## src/rtl/ahbl_sram16_ctrl.sv

```systemverilog
// AHB-Lite slave onto 16-bit async SRAM; words split into two halfword cycles, all pins registered.
// Data phase: read 1 (narrow) / 2 (word) cycles, write 3 / 5 cycles; stalls the bus via hready_resp.
module ahbl_sram16_ctrl #(
    parameter int W_ADDR      = 32,
    parameter int W_DATA      = 32,
    parameter int W_SRAM_ADDR = 18
) (
    input  logic                   clk,
    input  logic                   rst,
    input  logic                   ahbls_hready,
    output logic                   ahbls_hready_resp,
    output logic                   ahbls_hresp,
    input  logic [W_ADDR-1:0]      ahbls_haddr,
    input  logic                   ahbls_hwrite,
    input  logic [1:0]             ahbls_htrans,
    input  logic [2:0]             ahbls_hsize,
    input  logic [2:0]             ahbls_hburst,
    input  logic [3:0]             ahbls_hprot,
    input  logic                   ahbls_hmastlock,
    input  logic [W_DATA-1:0]      ahbls_hwdata,
    output logic [W_DATA-1:0]      ahbls_hrdata,
    output logic [W_SRAM_ADDR-1:0] sram_addr,
    output logic [15:0]            sram_dq_out,
    output logic                   sram_dq_oe,
    input  logic [15:0]            sram_dq_in,
    output logic                   sram_ce_n,
    output logic                   sram_we_n,
    output logic                   sram_oe_n,
    output logic                   sram_ub_n,
    output logic                   sram_lb_n
);

    typedef enum logic [2:0] {
        S_IDLE,
        S_READ,
        S_WSETUP,
        S_WSTROBE,
        S_WHOLD
    } state_t;

    state_t                 state;
    logic                   hi_pending;
    logic                   lane_hi;
    logic                   narrow_rd;
    logic [15:0]            rdata_lo;

    logic                   accept;
    logic                   acc_word;
    logic                   acc_byte;
    logic                   at_resp;
    logic [W_SRAM_ADDR-1:0] acc_addr;

    logic unused_ok;
    assign unused_ok = ^{ahbls_hburst, ahbls_hprot, ahbls_hmastlock, ahbls_htrans[0],
                         ahbls_hsize[2], ahbls_haddr[W_ADDR-1:W_SRAM_ADDR+1]};

    assign accept   = ahbls_hready && ahbls_htrans[1];
    assign acc_word = ahbls_hsize[1];
    assign acc_byte = (ahbls_hsize[1:0] == 2'b00);
    assign acc_addr = acc_word ? {ahbls_haddr[W_SRAM_ADDR:2], 1'b0} : ahbls_haddr[W_SRAM_ADDR:1];

    // Last data-phase cycle (or idle): the only points where a new address phase is taken.
    assign at_resp = (state == S_IDLE) ||
                     (!hi_pending && (state == S_READ || state == S_WHOLD));

    assign ahbls_hresp  = 1'b0;
    assign ahbls_hrdata = narrow_rd ? {sram_dq_in, sram_dq_in} : {sram_dq_in, rdata_lo};

    always_ff @(posedge clk or posedge rst) begin
        if (rst) begin
            state             <= S_IDLE;
            hi_pending        <= 1'b0;
            lane_hi           <= 1'b0;
            narrow_rd         <= 1'b1;
            rdata_lo          <= 16'h0000;
            ahbls_hready_resp <= 1'b1;
            sram_addr         <= '0;
            sram_dq_out       <= 16'h0000;
            sram_dq_oe        <= 1'b0;
            sram_ce_n         <= 1'b1;
            sram_we_n         <= 1'b1;
            sram_oe_n         <= 1'b1;
            sram_ub_n         <= 1'b1;
            sram_lb_n         <= 1'b1;
        end else if (at_resp) begin
            if (accept) begin
                state             <= ahbls_hwrite ? S_WSETUP : S_READ;
                hi_pending        <= acc_word;
                lane_hi           <= ahbls_haddr[1] && !acc_word;
                narrow_rd         <= !acc_word;
                ahbls_hready_resp <= !ahbls_hwrite && !acc_word;
                sram_addr         <= acc_addr;
                sram_dq_oe        <= 1'b0;
                sram_ce_n         <= 1'b0;
                sram_we_n         <= 1'b1;
                sram_oe_n         <= ahbls_hwrite;
                sram_lb_n         <= acc_byte && ahbls_haddr[0];
                sram_ub_n         <= acc_byte && !ahbls_haddr[0];
            end else begin
                state             <= S_IDLE;
                ahbls_hready_resp <= 1'b1;
                sram_dq_oe        <= 1'b0;
                sram_ce_n         <= 1'b1;
                sram_we_n         <= 1'b1;
                sram_oe_n         <= 1'b1;
                sram_ub_n         <= 1'b1;
                sram_lb_n         <= 1'b1;
            end
        end else begin
            case (state)
                S_READ: begin
                    // Low half is on the pads now; keep it and move to the high half.
                    rdata_lo          <= sram_dq_in;
                    sram_addr[0]      <= 1'b1;
                    hi_pending        <= 1'b0;
                    ahbls_hready_resp <= 1'b1;
                end
                S_WSETUP: begin
                    sram_dq_out <= lane_hi ? ahbls_hwdata[31:16] : ahbls_hwdata[15:0];
                    sram_dq_oe  <= 1'b1;
                    sram_we_n   <= 1'b0;
                    state       <= S_WSTROBE;
                end
                S_WSTROBE: begin
                    sram_we_n         <= 1'b1;
                    ahbls_hready_resp <= !hi_pending;
                    state             <= S_WHOLD;
                end
                S_WHOLD: begin
                    sram_addr[0] <= 1'b1;
                    sram_dq_out  <= ahbls_hwdata[31:16];
                    sram_we_n    <= 1'b0;
                    hi_pending   <= 1'b0;
                    state        <= S_WSTROBE;
                end
                default: state <= S_IDLE;
            endcase
        end
    end

endmodule

```

## config.mk

```make
export PLATFORM = sky130hd
export DESIGN_NAME = ahbl_sram16_ctrl
export DESIGN_NICKNAME = d
export VERILOG_FILES = /design/src/rtl/ahbl_sram16_ctrl.sv
export SDC_FILE = /design/constraint.sdc
export NUM_CORES = 1
export LEC_CHECK = 0
export ABC_AREA = 1
export CAP_MARGIN = 20
export CORE_ASPECT_RATIO = 0.5
export CORE_MARGIN = 2
export CORE_UTILIZATION = 35
export DETAILED_ROUTE_END_ITERATION = 7
export GPL_ROUTABILITY_DRIVEN = 0
export PLACE_DENSITY = 0.77
export SLEW_MARGIN = 10
export SYNTH_ARGS = -nofsm -noshare
export SYNTH_HDL_FRONTEND = slang
export SYNTH_SLANG_ARGS = --single-unit
export TNS_END_PERCENT = 50
```

## constraint.sdc

```tcl
create_clock -name clk -period 1.77 [get_ports clk]
set_input_delay 0.354 -clock clk [delete_from_list [all_inputs] [get_ports clk]]
set_output_delay 0.354 -clock clk [all_outputs]
set_load 0.1 [all_outputs]
```

Word level (Yosys, flattened, before mapping)
Index checks and enable logic that the tools add are counted.
{ "word_totals": {"inputBits": 97, "register_bits": 63, "output_inout_bits": 74} }
{ "op_classes": {"n_mux": 25, "reduce_logical": 25, "n_eq_ne": 6, "bitwise_logic": 1} }
{ "ops": {"columns": ["cell", "n"], "rows": [
  ["two-way mux 16 bit", 2],
  ["case mux 16 bit (2 select lines)", 1],
  ["two-way mux 1 bit", 16],
  ["case mux 3 bit (3 select lines)", 1],
  ["AND reduction 2 bit", 4],
  ["equality test 3 x 2 -> 1 bit, second input constant", 2],
  ["logical AND 1 bit", 6],
  ["nonzero test 2 bit", 3],
  ["nonzero test 3 bit", 2],
  ["zero test 1 bit", 4],
  ["two-way mux 2 bit", 2],
  ["!= test 2 bit, second input constant", 2],
  ["case mux 1 bit (2 select lines)", 2],
  ["OR reduction 2 bit", 2],
  ["equality test 3 x 1 -> 1 bit, second input constant", 1],
  ["equality test 3 bit, second input constant", 1],
  ["zero test 3 bit", 1],
  ["two-way mux 3 bit", 1],
  ["zero test 2 bit", 1],
  ["logical OR 1 bit", 2],
  ["NOT 1 bit", 1]
]} }

Depth between registers and ports, before layout
Gate-level depths: netlist of the first run.
{ "depth": {"ltp_word": 6, "ltp_mapped": 10, "depth_no_buf": 9} }

Worst setup path before layout of the first run
OpenSTA, ideal clock, no wires.
{ "synth_path": {"path_type": "register to output", "start": "register narrow_rd", "end": "output port ahbls_hrdata[15]", "arrival_time_ns": 2.810, "slack_ns": -1.394, "path_stages_with_launch": 4, "t_required_ns": 1.416, "cell_sequence": "dfstp_2 -> clkbuf_1 -> clkbuf_1 -> o21ai_0"} }
{ "synth_between": {"elab_chain_len": 1} }
{ "synth_lines": {"columns": ["element", "line", "text"], "rows": [
  ["start, declared", "44", "logic narrow_rd;"],
  ["start signal, assigned", "90", "narrow_rd <= !acc_word;"],
  ["two-way mux 16 bit", "67", "assign ahbls_hrdata = narrow_rd ? {sram_dq_in, sram_dq_in} : {sram_dq_in, rdata_lo};"],
  ["end, declared", "21", "output logic [W_DATA-1:0] ahbls_hrdata,"]
]} }
No other way between the ends.

Worst setup path after layout of the first run
{ "layout_path": {"start": "register narrow_rd", "end": "output port ahbls_hrdata[6]"} }
The elaborated chain is that of the path after synthesis.

==> flow_summary.ini, run 1 <==
[clock_network]
htree_num_levels = 3
cts_tree = built
cts_sinks = 63
cts.path.max_buffers = 2
cts-root-buf = clkbuf_16
holdBufCountCts = 0
path_clk_slew_ns = 0.05
cts_buffers = 9
clock_latency_ns = 0.32

[timing]
fin_worst_skew_ns = 0.006180
fin_tns_setup_ns = -0.6470
drv_slew = 0
period_needed_ns = 1.822
fin_ws_ns = -0.05196
slew_headroom_pct = 65.45
rsz0062_at_grt = yes
worst_pin_slew_ns = 0.5170
clock.fmax_mhz = 548.9
post-route-period-util_pct = 102.9
setup_viol = 16
hold_viol_final = 0

[yosys]
synth_top_cell_by_area = dfrtp_1
syn_area_sq_um = 3068
yosys-top-cells-area = dfrtp_1, nand2_1, nand3_1
synth_fp_nets = 494
postSynthAreaPerCell_sq_um = 7.728
synth.distinct_cells = 27
synth_top_family_by_area = simple AND/OR/NAND/NOR gates
synth-simple-area-share_pct = 31.40
yosysSeqAreaShare_pct = 51.67
ys_warn_count = 0
syn_inst = 397
muxShareOfSynthArea_pct = 0
synth_adder_area_share_pct = 0
synth-xor-area-share_pct = 0
synth_top_area_share_pct = 45.68
ys_ff_latch = 63
synth_compound_area_share_pct = 6.117

[detailed_routing]
route.detailed.drc = 0
drt_iter0_drc = 178
vias = 3128
wl_per_cell_microns = 13.98
wirelength_microns = 9365
drt_pass1_iterations = 4
via_per_inst = 4.669
antenna_left = 0

[critical_path]
path_max_fanout = 11
startpoint = narrow_rd$_DFFE_PP1P_
endpoint_kind = primary output
crit_arrival_ns = 1.47
r2r_start = state[0]$_DFFE_PP0P_
cp-start-kind = flip-flop
cp.required_ns = 1.42
worst-setup-path-type = flip-flop to primary output
reg2reg_slack_ns = 0.09
reg2reg_depth = 7
r2r-end = sram_lb_n$_DFFE_PP1P_

[place]
placed_cell_area_sq_um = 5585
port_buffers = 146
hpwl_microns = 6460

[layout]
drive_gt1_share_pct = 27.31
syn2layout_area_growth_pct = 94.29
multiInputGateArea_sq_um = 1349
final_common_cell = nand2_1
fin_area_sq_um = 5961
final_cell_mix = nand2_1, buf_12, clkdlybuf4s50_1
antennaDiodeCount = 0
fin_nets = 646
layout.area.seq_sq_um = 1585
fillerInstances = 608

[min_path]
hp-class = primary input to async pin

[global_route]
grtUsageTotal_pct = 20.45
grt_antenna_before_repair = 0
first_global_vias = 3193
grt-ovfl-total = 0
grt_pass1_wl_microns = 15380
grt_max_degree = 64

[floorplan]
io_pins = 171
die_y_microns = 70.21
row_count = 24
fp.dieArea_sq_um = 9576
die_x_microns = 136.4
coreArea_sq_um = 8618
start_util_pct = 35.60

[outcome]
violations = setup timing
status = finished with violations

[flow_run]
cap_violations = 0
## routing by layer
layer  track usage, %  vias to the layer above  wire [microns]
met4            8.102                        0             259
met2            37.35                       78            5146
met1            23.05                     1501            3569
li1                 -                     1526               -
met3            4.793                       23             389
met5                0                        -               0
## timing repair
item,in CTS,in global routing
endpoints found under the setup margin,16,30
pin swaps,0,1
gates cloned,1,0
resized for setup,4,4
setup buffers,5,0
## Yosys cell counts
cell type,n
nand2_1,152
dfrtp_1,56
nand3_1,40
nor2_1,29
inv_1,26
buf_4,20
o21ai_0,19
a21oi_1,16
clkbuf_1,10
dfstp_2,7
buf_2,4
nand2_2,3
buf_1,1
buf_6,1
clkinv_1,1
conb_1,1
inv_2,1
nand2_4,1
nand3_2,1
nand3b_1,1
nand4_1,1
nor2_4,1
nor3_1,1
nor3b_1,1
o21a_1,1
o21ai_1,1
or2_2,1
## flip-flops by register name, summed over array words and instances (netlist names), 3 cells and up
| signal | cells |
|---|---|
| rdata_lo | 16 |
| sram_dq_out | 16 |
| sram_addr | 18 |
| state | 3 |
## logic make-up after synthesis
kind of cell	after synthesis
buffers and inverters	64
AO/OA/AOI/OAI	37
AND/OR/NAND/NOR	232
other	1
flip-flops	63
## stage by stage
step                      instances  worst slack [ns]  hold WS, ns  util [%]
after global placement          649            0.1095       0.4689     64.81
after detailed placement        649           0.08444       0.4776     64.81
after CTS                       670          -0.07667       0.4900     68.95
after floorplan                 397          -0.07695       0.4289         -
final                           670          -0.05196       0.4812     69.16
after global routing            670           -0.1042       0.4873     69.16
## worst max-delay path by stage
stage,end,slack [ns]
floorplan,ahbls_hrdata[15],-0.08
global placement,ahbls_hrdata[10],0.11
detailed placement,ahbls_hrdata[3],0.08
CTS,ahbls_hrdata[5],-0.08
global route,ahbls_hrdata[6],-0.10
finish,ahbls_hrdata[6],-0.05
## cell type report
cell class              count  area share (%)
clock inverters             1         0.08396
flip-flops and latches     63           26.60
inverters                  28           1.826
repair buffers            177           41.98
multi-input cells         270           22.63
well taps                 117           2.456
clock buffers              14           4.429
## critical path, cell delays in order, from the launching register on
cell	delay [ns]
dfstp_2	0.60
buf_12	0.15
nor2_1	0.07
a21oi_4	0.13
buf_12	0.19
Power of run 1 is left out: the tool's default activity adds up to more than one toggle a clock period on the data nets, which glitch-free logic cannot reach.
==> run 2: changes to the inputs <==
Settings changed: CORE_MARGIN 2 to 1.5, PLACE_DENSITY 0.77 to 0.88.
==> flow_summary.ini, run 2 (same netlist as run 1, synthesis figures left out) <==
[floorplan]
io_pins = 171
die_x_microns = 135.4
fp.dieArea_sq_um = 9371
die_y_microns = 69.21
row_count = 23
coreArea_sq_um = 8259
start_util_pct = 37.15

[critical_path]
crit_family = flip-flops
worst-path-stages = 4
r2r-end = sram_dq_out[2]$_DFFE_PP0P_
cpPeakStageDelay_ns = 0.57
cp-start-kind = flip-flop
worst-setup-path-type = flip-flop to primary output
r2r_start = state[0]$_DFFE_PP0P_
cp.required_ns = 1.42
crit_arrival_ns = 1.48
reg2reg_slack_ns = 0.07
reg2reg_depth = 7
cp_common_cell = buf_12
crit_end = ahbls_hrdata[8]
path_max_fanout = 17
endpoint_kind = primary output
startpoint = narrow_rd$_DFFE_PP1P_
path_buf_inv = 2
cpMaxStageDelayCell = dfstp_2
cp_cell_sequence = buf_12 -> nor2_1 -> a21oi_4 -> buf_12

[layout]
final_common_cell = nand2_1
antennaDiodeCount = 0
syn2layout_area_growth_pct = 94.86
reg_top3 = sram_addr (18), rdata_lo (16), sram_dq_out (16)
fin_area_sq_um = 5978
layout.area.seq_sq_um = 1585
finalNonFillerCells = 674
multiInputGateArea_sq_um = 1353
regMostFlops = sram_addr
largest_register_ffs = 18
fin_nets = 654
final_cell_mix = nand2_1, buf_12, clkdlybuf4s50_1
fillerInstances = 526
drive_gt1_share_pct = 29.89

[clock_network]
cts_tree = built
cts.path.max_buffers = 2
clock_latency_ns = 0.34
htree_num_levels = 3
cts_buffers = 9
cts_sinks = 63
cts-root-buf = clkbuf_16
path_clk_slew_ns = 0.06

[detailed_routing]
maxUsedRoutingLayer = met4
antenna_left = 0
met2_length_microns = 5522
met1Wirelength_microns = 3811
via_per_inst = 4.849
route.detailed.drc = 0
wl_met3_microns = 674
drt_pass1_iterations = 4
wl_per_cell_microns = 15.41
wirelength_microns = 10380
drt_iter0_drc = 244
vias = 3268

[flow_run]
cap_violations = 0

[global_route]
grt_antenna_before_repair = 0
grt-ovfl-total = 0
first_global_vias = 3429
grtUsageTotal_pct = 23.19
grt_max_degree = 64
grt_pass1_wl_microns = 16640

[outcome]
status = finished with violations
violations = setup timing

[timing]
hold_viol_final = 0
period_needed_ns = 1.833
holdWs_ns = 0.4959
rsz0062_at_grt = yes
clock.fmax_mhz = 545.6
setup_viol = 16
fin_tns_setup_ns = -0.5243
post-route-period-util_pct = 103.5
drv_slew = 0
fin_ws_ns = -0.06282
fin_worst_skew_ns = 0.005907

[min_path]
hp-class = primary input to async pin

[place]
hpwl_microns = 7076
dp.cells = 645
placed_cell_area_sq_um = 5587
port_buffers = 146
[run 2: worst register-to-register path, delay by kind of cell (launching register included)]
family / cells / cell delay, ns
flops: 1 / 0.43
buf+inv: 1 / 0.08
simple gates: 6 / 1.12
[run 2: area by class of cell]
type | count | area share, %
clock buffers | 12 | 4.123
multi-input cells | 270 | 22.62
clock inverters | 4 | 0.3767
well taps | 112 | 2.344
repair buffers | 185 | 42.19
flip-flops and latches | 63 | 26.52
inverters | 28 | 1.821
[run 2: per-stage QoR]
stage | worst slack, ns | util [%]
after detailed placement | 0.03371 | 67.64
after floorplan | -0.07695 | -
after global routing | -0.1059 | 72.38
final | -0.06282 | 72.38
after CTS | -0.08414 | 71.96
after global placement | 0.07591 | 67.64
[run 2: worst min-delay path by stage]
stage | end | depth (start not counted) | slack (ns) | start
2_1_floorplan | narrow_rd$_DFFE_PP1P_ | 1 | 0.43 | ahbls_hsize[1]
3_3_place_gp | rdata_lo[4]$_DFFE_PP0P_ | 2 | 0.47 | rdata_lo[4]$_DFFE_PP0P_
3_5_place_dp | rdata_lo[10]$_DFFE_PP0P_ | 2 | 0.48 | rdata_lo[10]$_DFFE_PP0P_
4_1_cts | sram_addr[6]$_DFFE_PP0P_ | 3 | 0.47 | rst
5_1_grt | sram_addr[6]$_DFFE_PP0P_ | 3 | 0.52 | rst
6_report | sram_addr[6]$_DFFE_PP0P_ | 3 | 0.50 | rst
[run 2: routing by layer]
metal  global-route usage (%)  vias to the layer above
met2                    42.06                      140
met5                        0                        -
li1                         -                     1540
met3                    7.675                       38
met1                    23.81                     1550
met4                    12.19                        0
[run 2: what timing repair did]
item                                    CTS  global route
pin swaps                                 0             2
hold buffers                              0             0
setup buffers                             9             4
endpoints found under the setup margin   16            28
resized for setup                         8             2
Power of run 2 is left out for the same reason.
